--- src/rtl/uart_rx.sv ---
// uart_rx: 8N1 serial receiver driven by an OSR-times-baud tick enable.
// Ports: clk, rst (sync, active high), clk_uart_os (tick), rxd (async line),
//        data/valid/ready (one-entry holding register), frame_err, overrun, busy.
module uart_rx #(
    parameter int OSR = 16
) (
    input  logic       clk,
    input  logic       rst,
    input  logic       clk_uart_os,
    input  logic       rxd,
    output logic [7:0] data,
    output logic       valid,
    input  logic       ready,
    output logic       frame_err,
    output logic       overrun,
    output logic       busy
);

    localparam int CW = $clog2(OSR);
    localparam logic [CW-1:0] HALF = CW'(OSR / 2 - 1);
    localparam logic [CW-1:0] FULL = CW'(OSR - 1);

    typedef enum logic [2:0] {
        IDLE,
        START,
        DATA,
        STOP,
        BREAK
    } state_t;

    state_t          state;
    state_t          state_nx;
    logic [CW-1:0]   os_cnt;
    logic [CW-1:0]   os_nx;
    logic [2:0]      bit_cnt;
    logic [2:0]      bit_nx;
    logic [7:0]      shift;
    logic [7:0]      shift_nx;
    logic            sync1;
    logic            rxd_s;
    logic            offer;
    logic            ferr;

    always_ff @(posedge clk) begin
        if (rst) begin
            sync1 <= 1'b1;
            rxd_s <= 1'b1;
        end else begin
            sync1 <= rxd;
            rxd_s <= sync1;
        end
    end

    always_ff @(posedge clk) begin
        if (rst) begin
            state   <= IDLE;
            os_cnt  <= '0;
            bit_cnt <= '0;
            shift   <= '0;
        end else begin
            state   <= state_nx;
            os_cnt  <= os_nx;
            bit_cnt <= bit_nx;
            shift   <= shift_nx;
        end
    end

    always_comb begin
        state_nx = state;
        os_nx    = os_cnt;
        bit_nx   = bit_cnt;
        shift_nx = shift;
        offer    = 1'b0;
        ferr     = 1'b0;
        if (clk_uart_os) begin
            case (state)
                IDLE: begin
                    if (!rxd_s) begin
                        state_nx = START;
                        os_nx    = '0;
                    end
                end
                START: begin
                    if (os_cnt == HALF) begin
                        os_nx    = '0;
                        bit_nx   = '0;
                        // A start bit gone high by its midpoint was a glitch
                        state_nx = rxd_s ? IDLE : DATA;
                    end else begin
                        os_nx = os_cnt + 1'b1;
                    end
                end
                DATA: begin
                    if (os_cnt == FULL) begin
                        shift_nx = {rxd_s, shift[7:1]};
                        os_nx    = '0;
                        bit_nx   = bit_cnt + 3'd1;
                        if (bit_cnt == 3'd7) begin
                            state_nx = STOP;
                        end
                    end else begin
                        os_nx = os_cnt + 1'b1;
                    end
                end
                STOP: begin
                    if (os_cnt == FULL) begin
                        os_nx = '0;
                        if (rxd_s) begin
                            offer    = 1'b1;
                            state_nx = IDLE;
                        end else begin
                            ferr     = 1'b1;
                            state_nx = BREAK;
                        end
                    end else begin
                        os_nx = os_cnt + 1'b1;
                    end
                end
                BREAK: begin
                    // Hold off until the line is released so a stuck-low
                    // line cannot produce a stream of bogus frames
                    if (rxd_s) begin
                        state_nx = IDLE;
                        os_nx    = '0;
                    end
                end
                default: begin
                    state_nx = IDLE;
                    os_nx    = '0;
                end
            endcase
        end
    end

    always_ff @(posedge clk) begin
        if (rst) begin
            data      <= 8'h00;
            valid     <= 1'b0;
            frame_err <= 1'b0;
            overrun   <= 1'b0;
        end else begin
            frame_err <= ferr;
            overrun   <= offer && valid && !ready;
            // A byte accepted on the load cycle frees the slot for the new one
            if (offer && (!valid || ready)) begin
                data  <= shift;
                valid <= 1'b1;
            end else if (valid && ready) begin
                valid <= 1'b0;
            end
        end
    end

    assign busy = (state != IDLE);

endmodule

--- config.mk ---
export PLATFORM = sky130hd
export DESIGN_NAME = uart_rx
export DESIGN_NICKNAME = d
export VERILOG_FILES = /design/src/rtl/uart_rx.sv
export SDC_FILE = /design/constraint.sdc
export NUM_CORES = 1
export LEC_CHECK = 0
export ABC_AREA = 0
export ABC_CLOCK_PERIOD_IN_PS = 2300
export CAP_MARGIN = 20
export CORE_AREA = 2 2 54 56
export CTS_CLUSTER_SIZE = 16
export DETAILED_ROUTE_END_ITERATION = 7
export DIE_AREA = 0 0 56 58
export GPL_TIMING_DRIVEN = 0
export PLACE_DENSITY = 0.75
export SLEW_MARGIN = 20
export SYNTH_ARGS = -nofsm -noshare
export SYNTH_HDL_FRONTEND = slang
export SYNTH_SLANG_ARGS = --single-unit
export TNS_END_PERCENT = 30
--- constraint.sdc ---
create_clock -name clk -period 2.3 [get_ports clk]
set_input_delay 0.46 -clock clk [delete_from_list [all_inputs] [get_ports clk]]
set_output_delay 0.46 -clock clk [all_outputs]
set_load 0.01 [all_outputs]
# Word-level counts from Yosys, hierarchy flattened
# Cells that the tools add are included.
# classes
n_reduce_logical	17
bitwise_logic	3
add_sub_neg	2
n_eq_ne	13
muxes	24
# op_table
op	count
$mux W3	9
$mux W4	4
$pmux W4 S4	1
$pmux W3 S5	1
$ne A2 B2 Y1 const B	6
$mux W1	7
$reduce_and A7 Y1	1
$eq A3 B2 Y1 const B	2
$eq A3 B3 Y1 const B	2
$pmux W3 S2	1
$reduce_and A3 Y1	2
$add A4 B1 Y4 const B	1
$eq A4 B3 Y1 const B	1
$eq A4 B4 Y1 const B	1
$logic_and A1 B1 Y1	4
$reduce_and A4 Y1	1
$reduce_bool A2 Y1	2
$reduce_or A4 Y1	1
$add A3 B1 Y3 const B	1
$eq A3 B1 Y1 const B	1
$logic_not A3 Y1	1
$not A1 Y1	3
$reduce_bool A3 Y1	1
$logic_not A1 Y1	2
3 further kinds	3
# word_totals
in_bits	5
out_inout_bits	12
reg_bits	31

# Depth between registers and ports, before layout
# Gate-level depths: netlist of the first run.
# depth
depth_word	6
depth_mapped	6
mapped_depth_nobuf	6

# Worst setup path before layout of the first run
# No wires, ideal clock.
# synth_path
kind	input to register
startpoint	input clk_uart_os
endpoint	register data[0]
arrival_ns	1.469
stages	6
slack_ns	0.704
cell_sequence	buf_2 -> nand4b_4 -> nor4b_2 -> buf_4 -> mux2i_1 -> nor2_1
# synth_via
elab_chain_cells	2
# synth_rtl
item	line	text
start: declaration	9	input logic clk_uart_os,
$mux W1	75	if (clk_uart_os) begin
$logic_and A1 B1 Y1	145	if (offer && (!valid || ready)) begin
end signal: assignment	146	data <= shift;
end: declaration	11	output logic [7:0] data,
# No other way between the ends.
# A chain may end at the register's enable or synchronous reset.

# Final worst setup path of the first run
# layout_path
startpoint	register state[1]
endpoint	output busy
# layout_via
elab_chain_cells	1
# layout_rtl
item	line	text
start: declaration	31	state_t state;
start signal: assignment	61	state <= state_nx;
$reduce_bool A3 Y1	154	assign busy = (state != IDLE);
end: declaration	16	output logic busy
# No other way between the ends.

==> flow_metrics.py, run 1 <==
metrics = {
    "status": {
        "outcome": "complete, no violations",
    },
    "worst_setup_path": {
        "slowest_stage": "clkdlybuf4s50_1",
        "start_kind": "register",
        "cp_num_cells": 3,
        "r2r-end": "data[2]",
        "timing.rr.start": "os_cnt[0]",
        "arrival_ns": 1.75,
        "cp_top_family": "buffers and inverters",
        "worst-path-buf-inv": 2,
        "critPathMaxStageDelay_ns": 0.48,
        "crit_start": "state[1]",
        "r2r_cells": 6,
        "cp-end-kind": "output port",
        "crit_required_ns": 1.84,
        "critPathKind": "register to output port",
        "path_max_fanout": 10,
        "cp_cell_sequence": "buf_2, or3_1, clkdlybuf4s50_1",
        "crit_end": "busy",
        "r2r_slack_ns": 0.48,
    },
    "place": {
        "place.gp.congestion": 0.811,
        "hpwl_mm": 1.91,
        "port_buffers": 15,
        "place_ws_ns": 0.164,
    },
    "floorplan": {
        "start_util_pct": 52.3,
        "die_h_um": 58,
        "core-area_um2": 2660,
        "row_count": 19,
        "die_width_um": 56,
        "die_area_um2": 3250,
        "io_pins": 17,
    },
    "synthesis": {
        "synth_seq_cells": 31,
        "synthDominantCellAreaShare_pct": 44.6,
        "synthCells": 139,
        "synth_area_leader_cell": "dfxtp_1",
        "synth.most_common_cell": "dfxtp_1",
        "yosys-top-cells-area": "dfxtp_1 (45%), mux2i_1 (14%), nor2_1 (6.5%), ha_1 (2.7%), nand2b_1 (2.7%)",
        "ys_warn_count": 0,
        "syn-cell-area_um2": 1390,
        "avgSynthCellArea_um2": 10.0,
        "yosys_most_used_dff": "dfxtp_1",
        "async_flop_share_pct": 0,
        "synth_common_cells": "dfxtp_1 (31), nor2_1 (24), mux2i_1 (19)",
        "synth_edf_count": 0,
        "syn_nets": 147,
        "synthDistinctLibCells": 43,
        "ys_seq_area_share_pct": 44.6,
    },
    "finish": {
        "drive_gt1_share_pct": 15.4,
        "fillers": 240,
        "n_antenna_cell": 0,
        "area_growth_pct": 19.8,
        "nets": 169,
        "postLayoutCoreUtil_pct": 62.6,
    },
    "timing": {
        "period_share_pct": 96.2,
        "maxSlewViolCount": 0,
        "finalHoldViolCount": 0,
        "fmax_mhz": 452,
        "finalSetupViolations": 0,
        "tns_ns": 0,
        "layout_setup_ws_ns": 0.0872,
        "worstMarginPinSlew_ns": 0.528,
        "fin_hold_ws_ns": 0.436,
        "rsz0062_at_grt": "no",
        "relSlewSlack_pct": 64.3,
        "skew_ns": 0.00742,
        "period_needed_ns": 2.21,
    },
    "power": {
        "total_power_mw": 1.03,
        "power.static_leakage_nw": 0.629,
        "power_density_nw_per_um2": 620,
        "irDropWorstVdd_mv": 0.420,
    },
    "clock_tree": {
        "clk_path_buf_depth": 2,
        "cts-hold-fix-buffers": 0,
        "cts_tree": "done",
        "clk_latency_ns": 0.33,
        "cts.reportedPaths.clkPinSlew_ns": 0.10,
        "cts_resized": 0,
        "cts.sinks": 31,
        "postCtsSetupBuffers": 0,
        "cts_buffers": 5,
        "root_buffer": "clkbuf_4",
        "cts_max_level": 2,
    },
    "drt": {
        "drc_errors": 0,
        "via_count": 1070,
        "via_per_inst": 5.54,
        "wl_mm": 2.86,
        "ant_nets": 0,
        "wl_per_cell_um": 14.8,
        "drtIter0Drc": 18,
        "firstDrtPassIters": 4,
    },
    "min_path": {
        "whs_path_depth": 1,
        "hp-class": "register to register",
    },
    "global_routing": {
        "grt_pass1_wl_mm": 4.75,
        "grt_use_total_pct": 19.2,
        "first_global_vias": 1044,
        "antenna_found_initial": 0,
        "overflow": 0,
        "grt_start_max_net_pins": 11,
    },
    "job": {
        "cap_violations": 0,
    },
}
==> worst reg2reg max path, stage by stage, from the launching register on <==
cell	delay, ns
dfxtp_1	0.39
ha_1	0.32
nand4b_4	0.18
nor4b_2	0.30
buf_4	0.23
mux2i_1	0.23
nor2_1	0.05
==> layout make-up <==
cell class	count	area, µm²	area share (%)
buffer	9	43.8	2.63
clock buffer	6	51.3	3.08
clock inverter	2	35.0	2.10
inverter	1	3.75	0.225
multi-input combinational	98	723	43.4
sequential	31	621	37.2
tap	31	38.8	2.33
timing repair buffer	15	150	9.01
==> per-layer routing <==
layer	GRT usage, %	routed length (µm)	vias to the layer above
met5	0	0	-
li1	-	-	533
met1	22.0	1210	509
met2	32.9	1480	21
met4	10.5	64	0
met3	4.91	103	7
==> power breakdown <==
group | total [mW] | switching, mW | internal [mW]
sequential | 0.542 | 0.00317 | 0.539
combinational | 0.0407 | 0.0247 | 0.0160
clock | 0.450 | 0.194 | 0.257
total | 1.03 | 0.221 | 0.812
==> worst min-delay path by stage <==
stage / endpoint / from
floorplan: rxd_s / sync1
global placement: rxd_s / sync1
detailed placement: rxd_s / sync1
CTS: rxd_s / sync1
global route: rxd_s / sync1
finish: rxd_s / sync1
==> through the flow <==
stage          area, µm²  cells
3_5_place_dp        1580    185
3_3_place_gp        1580    185
5_1_grt             1670    193
2_1_floorplan       1390    139
4_1_cts             1670    193
6_report            1670    193
==> state kept, by name, summed over array words and instances, names as in the netlist <==
name and flops:
valid 1, frame_err 1, state 3, data 8
shift 8, overrun 1, os_cnt 4, bit_cnt 3
sync1 1, rxd_s 1
==> cells by family (layout without fill, tap and decap cells) <==
family | Yosys count | count (layout) | share of synthesized area (%)
AND/OR/NAND/NOR | 55 | 55 | 22.9
multiplexers | 20 | 20 | 14.5
XOR/XNOR | 2 | 2 | 1.26
AO/OA/AOI/OAI | 18 | 18 | 10.6
buffers and inverters | 10 | 33 | 3.42
flip-flops | 31 | 31 | 44.6
adder cells (fa/ha/maj) | 3 | 3 | 2.70
==> placed cells by master (no fill, tap or decap), types with 2 or more instances in the layout <==
cell type / netlist / final
buf_2: 4 / 5
or2_2: 2 / 2
mux2i_1: 19 / 19
nor2_1: 24 / 24
a32oi_1: 2 / 2
nand2_1: 5 / 5
xnor2_1: 2 / 2
buf_1: 2 / 2
nor3_1: 5 / 5
o211ai_1: 2 / 2
a21oi_1: 3 / 3
clkbuf_4: 0 / 5
clkdlybuf4s50_1: 0 / 15
ha_1: 3 / 3
dfxtp_1: 31 / 31
nand2b_1: 6 / 6
Note: power is estimated with default switching activity, not from simulation.
==> run 2: changes to the inputs <==
--- a/config.mk
+++ b/config.mk
@@ -6,14 +6,14 @@
 export NUM_CORES = 1
 export LEC_CHECK = 0
 export ABC_AREA = 0
-export ABC_CLOCK_PERIOD_IN_PS = 2300
+export ABC_CLOCK_PERIOD_IN_PS = 1850
 export CAP_MARGIN = 20
-export CORE_AREA = 2 2 54 56
+export CORE_AREA = 2 2 57 59
 export CTS_CLUSTER_SIZE = 16
 export DETAILED_ROUTE_END_ITERATION = 7
-export DIE_AREA = 0 0 56 58
+export DIE_AREA = 0 0 59 61
 export GPL_TIMING_DRIVEN = 0
-export PLACE_DENSITY = 0.75
+export PLACE_DENSITY = 0.71
 export SLEW_MARGIN = 20
 export SYNTH_ARGS = -nofsm -noshare
 export SYNTH_HDL_FRONTEND = slang
==> constraint.sdc (replaced) <==
create_clock -name clk -period 1.85 [get_ports clk]
set_input_delay 0.37 -clock clk [delete_from_list [all_inputs] [get_ports clk]]
set_output_delay 0.37 -clock clk [all_outputs]
set_load 0.01 [all_outputs]
==> run 2 against run 1 <==
Compared with the run above:
- clock power is 1% higher
- clock-buffer cell count grew 2
- non-clock buffer count fell by 2
- worst setup slack lost 0.016 ns
- clock skew increased by 0.0092 ns
- core utilization down 6.5 points
- final cell count did not move
- sequential share of layout area grew 0.40 points
- power rose by 14%
- routed wire length shrank 5.8%
- largest cell class unchanged
==> flow_metrics.py, run 2 (same netlist as run 1, synthesis figures left out) <==
metrics = {
    "status": {
        "outcome": "complete, no violations",
    },
    "timing": {
        "period_share_pct": 96.2,
        "worstMarginPinSlew_ns": 0.501,
        "layout_setup_ws_ns": 0.0708,
        "period_needed_ns": 1.78,
        "skew_ns": 0.0166,
        "rsz0062_at_grt": "yes",
        "finalSetupViolations": 0,
        "fmax_mhz": 562,
        "finalHoldViolCount": 0,
        "relSlewSlack_pct": 66.1,
        "maxSlewViolCount": 0,
    },
    "global_routing": {
        "overflow": 0,
        "grt_use_total_pct": 17.1,
        "antenna_found_initial": 0,
        "grt_pass1_wl_mm": 4.60,
        "grt_start_max_net_pins": 16,
        "first_global_vias": 1066,
    },
    "floorplan": {
        "die_width_um": 59,
        "die_h_um": 61,
        "core-area_um2": 2950,
        "die_area_um2": 3600,
        "start_util_pct": 47.1,
        "io_pins": 17,
        "row_count": 20,
    },
    "clock_tree": {
        "cts.sinks": 31,
        "cts_buffers": 5,
        "cts.reportedPaths.clkPinSlew_ns": 0.09,
        "postCtsSetupBuffers": 0,
        "clk_latency_ns": 0.33,
        "root_buffer": "clkbuf_4",
        "cts_tree": "done",
        "clk_path_buf_depth": 2,
        "cts_max_level": 2,
    },
    "finish": {
        "postLayoutCoreUtil_pct": 56.1,
        "area_growth_pct": 19.0,
        "most-common-layout-cells": "dfxtp_1 (29), nor2_1 (24), mux2i_1 (19), clkdlybuf4s50_1 (14), nand2b_1 (6)",
        "largestRegisters": "data (8), shift (8), os_cnt (4)",
        "final_common_cell": "dfxtp_1",
        "finalInstanceArea_um2": 1660,
        "nets": 167,
        "drive_gt1_share_pct": 15.6,
        "n_antenna_cell": 0,
    },
    "drt": {
        "ant_nets": 0,
        "wl_per_cell_um": 13.9,
        "firstDrtPassIters": 4,
        "wl_mm": 2.69,
        "drc_errors": 0,
        "via_per_inst": 5.49,
        "via_count": 1059,
        "drtIter0Drc": 17,
    },
    "worst_setup_path": {
        "critPathKind": "register to output port",
        "crit_required_ns": 1.48,
        "path_max_fanout": 10,
        "arrival_ns": 1.41,
        "start_kind": "register",
        "cp-end-kind": "output port",
    },
    "place": {
        "hpwl_mm": 1.90,
        "port_buffers": 15,
        "placed_cell_area_um2": 1580,
        "place_ws_ns": -0.241,
        "place.gp.congestion": 0.782,
    },
    "power": {
        "total_power_mw": 1.18,
        "power_density_nw_per_um2": 711,
        "irDropWorstVdd_mv": 0.498,
        "power.static_leakage_nw": 0.611,
    },
    "job": {
        "cap_violations": 0,
    },
    "min_path": {
        "hp-class": "register to register",
    },
}
run 2: worst max-delay path, cell delays in order (launching register included):
cell and delay, ns:
dfxtp_1 0.32, buf_2 0.17, or3_1 0.31, dlygate4sd2_1 0.29
run 2: stage by stage:
| stage | cells | setup TNS, ns | hold WS, ns |
|---|---|---|---|
| 2_1_floorplan | 139 | 0 | 0.389 |
| 3_3_place_gp | 187 | -3.00 | 0.395 |
| 3_5_place_dp | 187 | -3.77 | 0.397 |
| 4_1_cts | 193 | 0 | 0.421 |
| 5_1_grt | 193 | -0.0324 | 0.440 |
| 6_report | 193 | 0 | 0.421 |
run 2: path summary, 6_finish.rpt:
| check | startpoint | end | slack, ns | depth (start not counted) |
|---|---|---|---|---|
| min reg2reg | sync1 | rxd_s | 0.42 | 1 |
| max reg2reg | os_cnt[0] | data[6] | 0.15 | 6 |
| max | state[2] | busy | 0.07 | 3 |
| min | sync1 | rxd_s | 0.42 | 1 |
run 2: power breakdown:
part | switching (mW) | internal (mW) | total [mW]
registers | 0.00620 | 0.671 | 0.677
logic | 0.0261 | 0.0188 | 0.0450
clock network | 0.232 | 0.224 | 0.455
total | 0.264 | 0.913 | 1.18
run 2: final cells by class:
cell class / instances / area [µm²]
repair buffers: 15 / 149
multi-input cells: 98 / 736
clock buffers: 8 / 68.8
flip-flops and latches: 31 / 623
inverters: 1 / 3.75
fillers: 281 / 1300
plain buffers: 7 / 33.8
well taps: 33 / 41.3
run 2: timing repair:
action	in CTS	in global routing
hold buffers	0	0
gates resized for setup	3	2
setup endpoints to repair	1	17
run 2: routing by layer:
metal  track usage (%)  share of wire, %  wire length, µm  up-vias
met5                 0                 0                0        -
met2              27.6                49             1310       22
met4              7.79               2.0               54        0
met1              20.6                46             1230      498
li1                  -                 -                -      531
met3              5.76               3.6               96        8
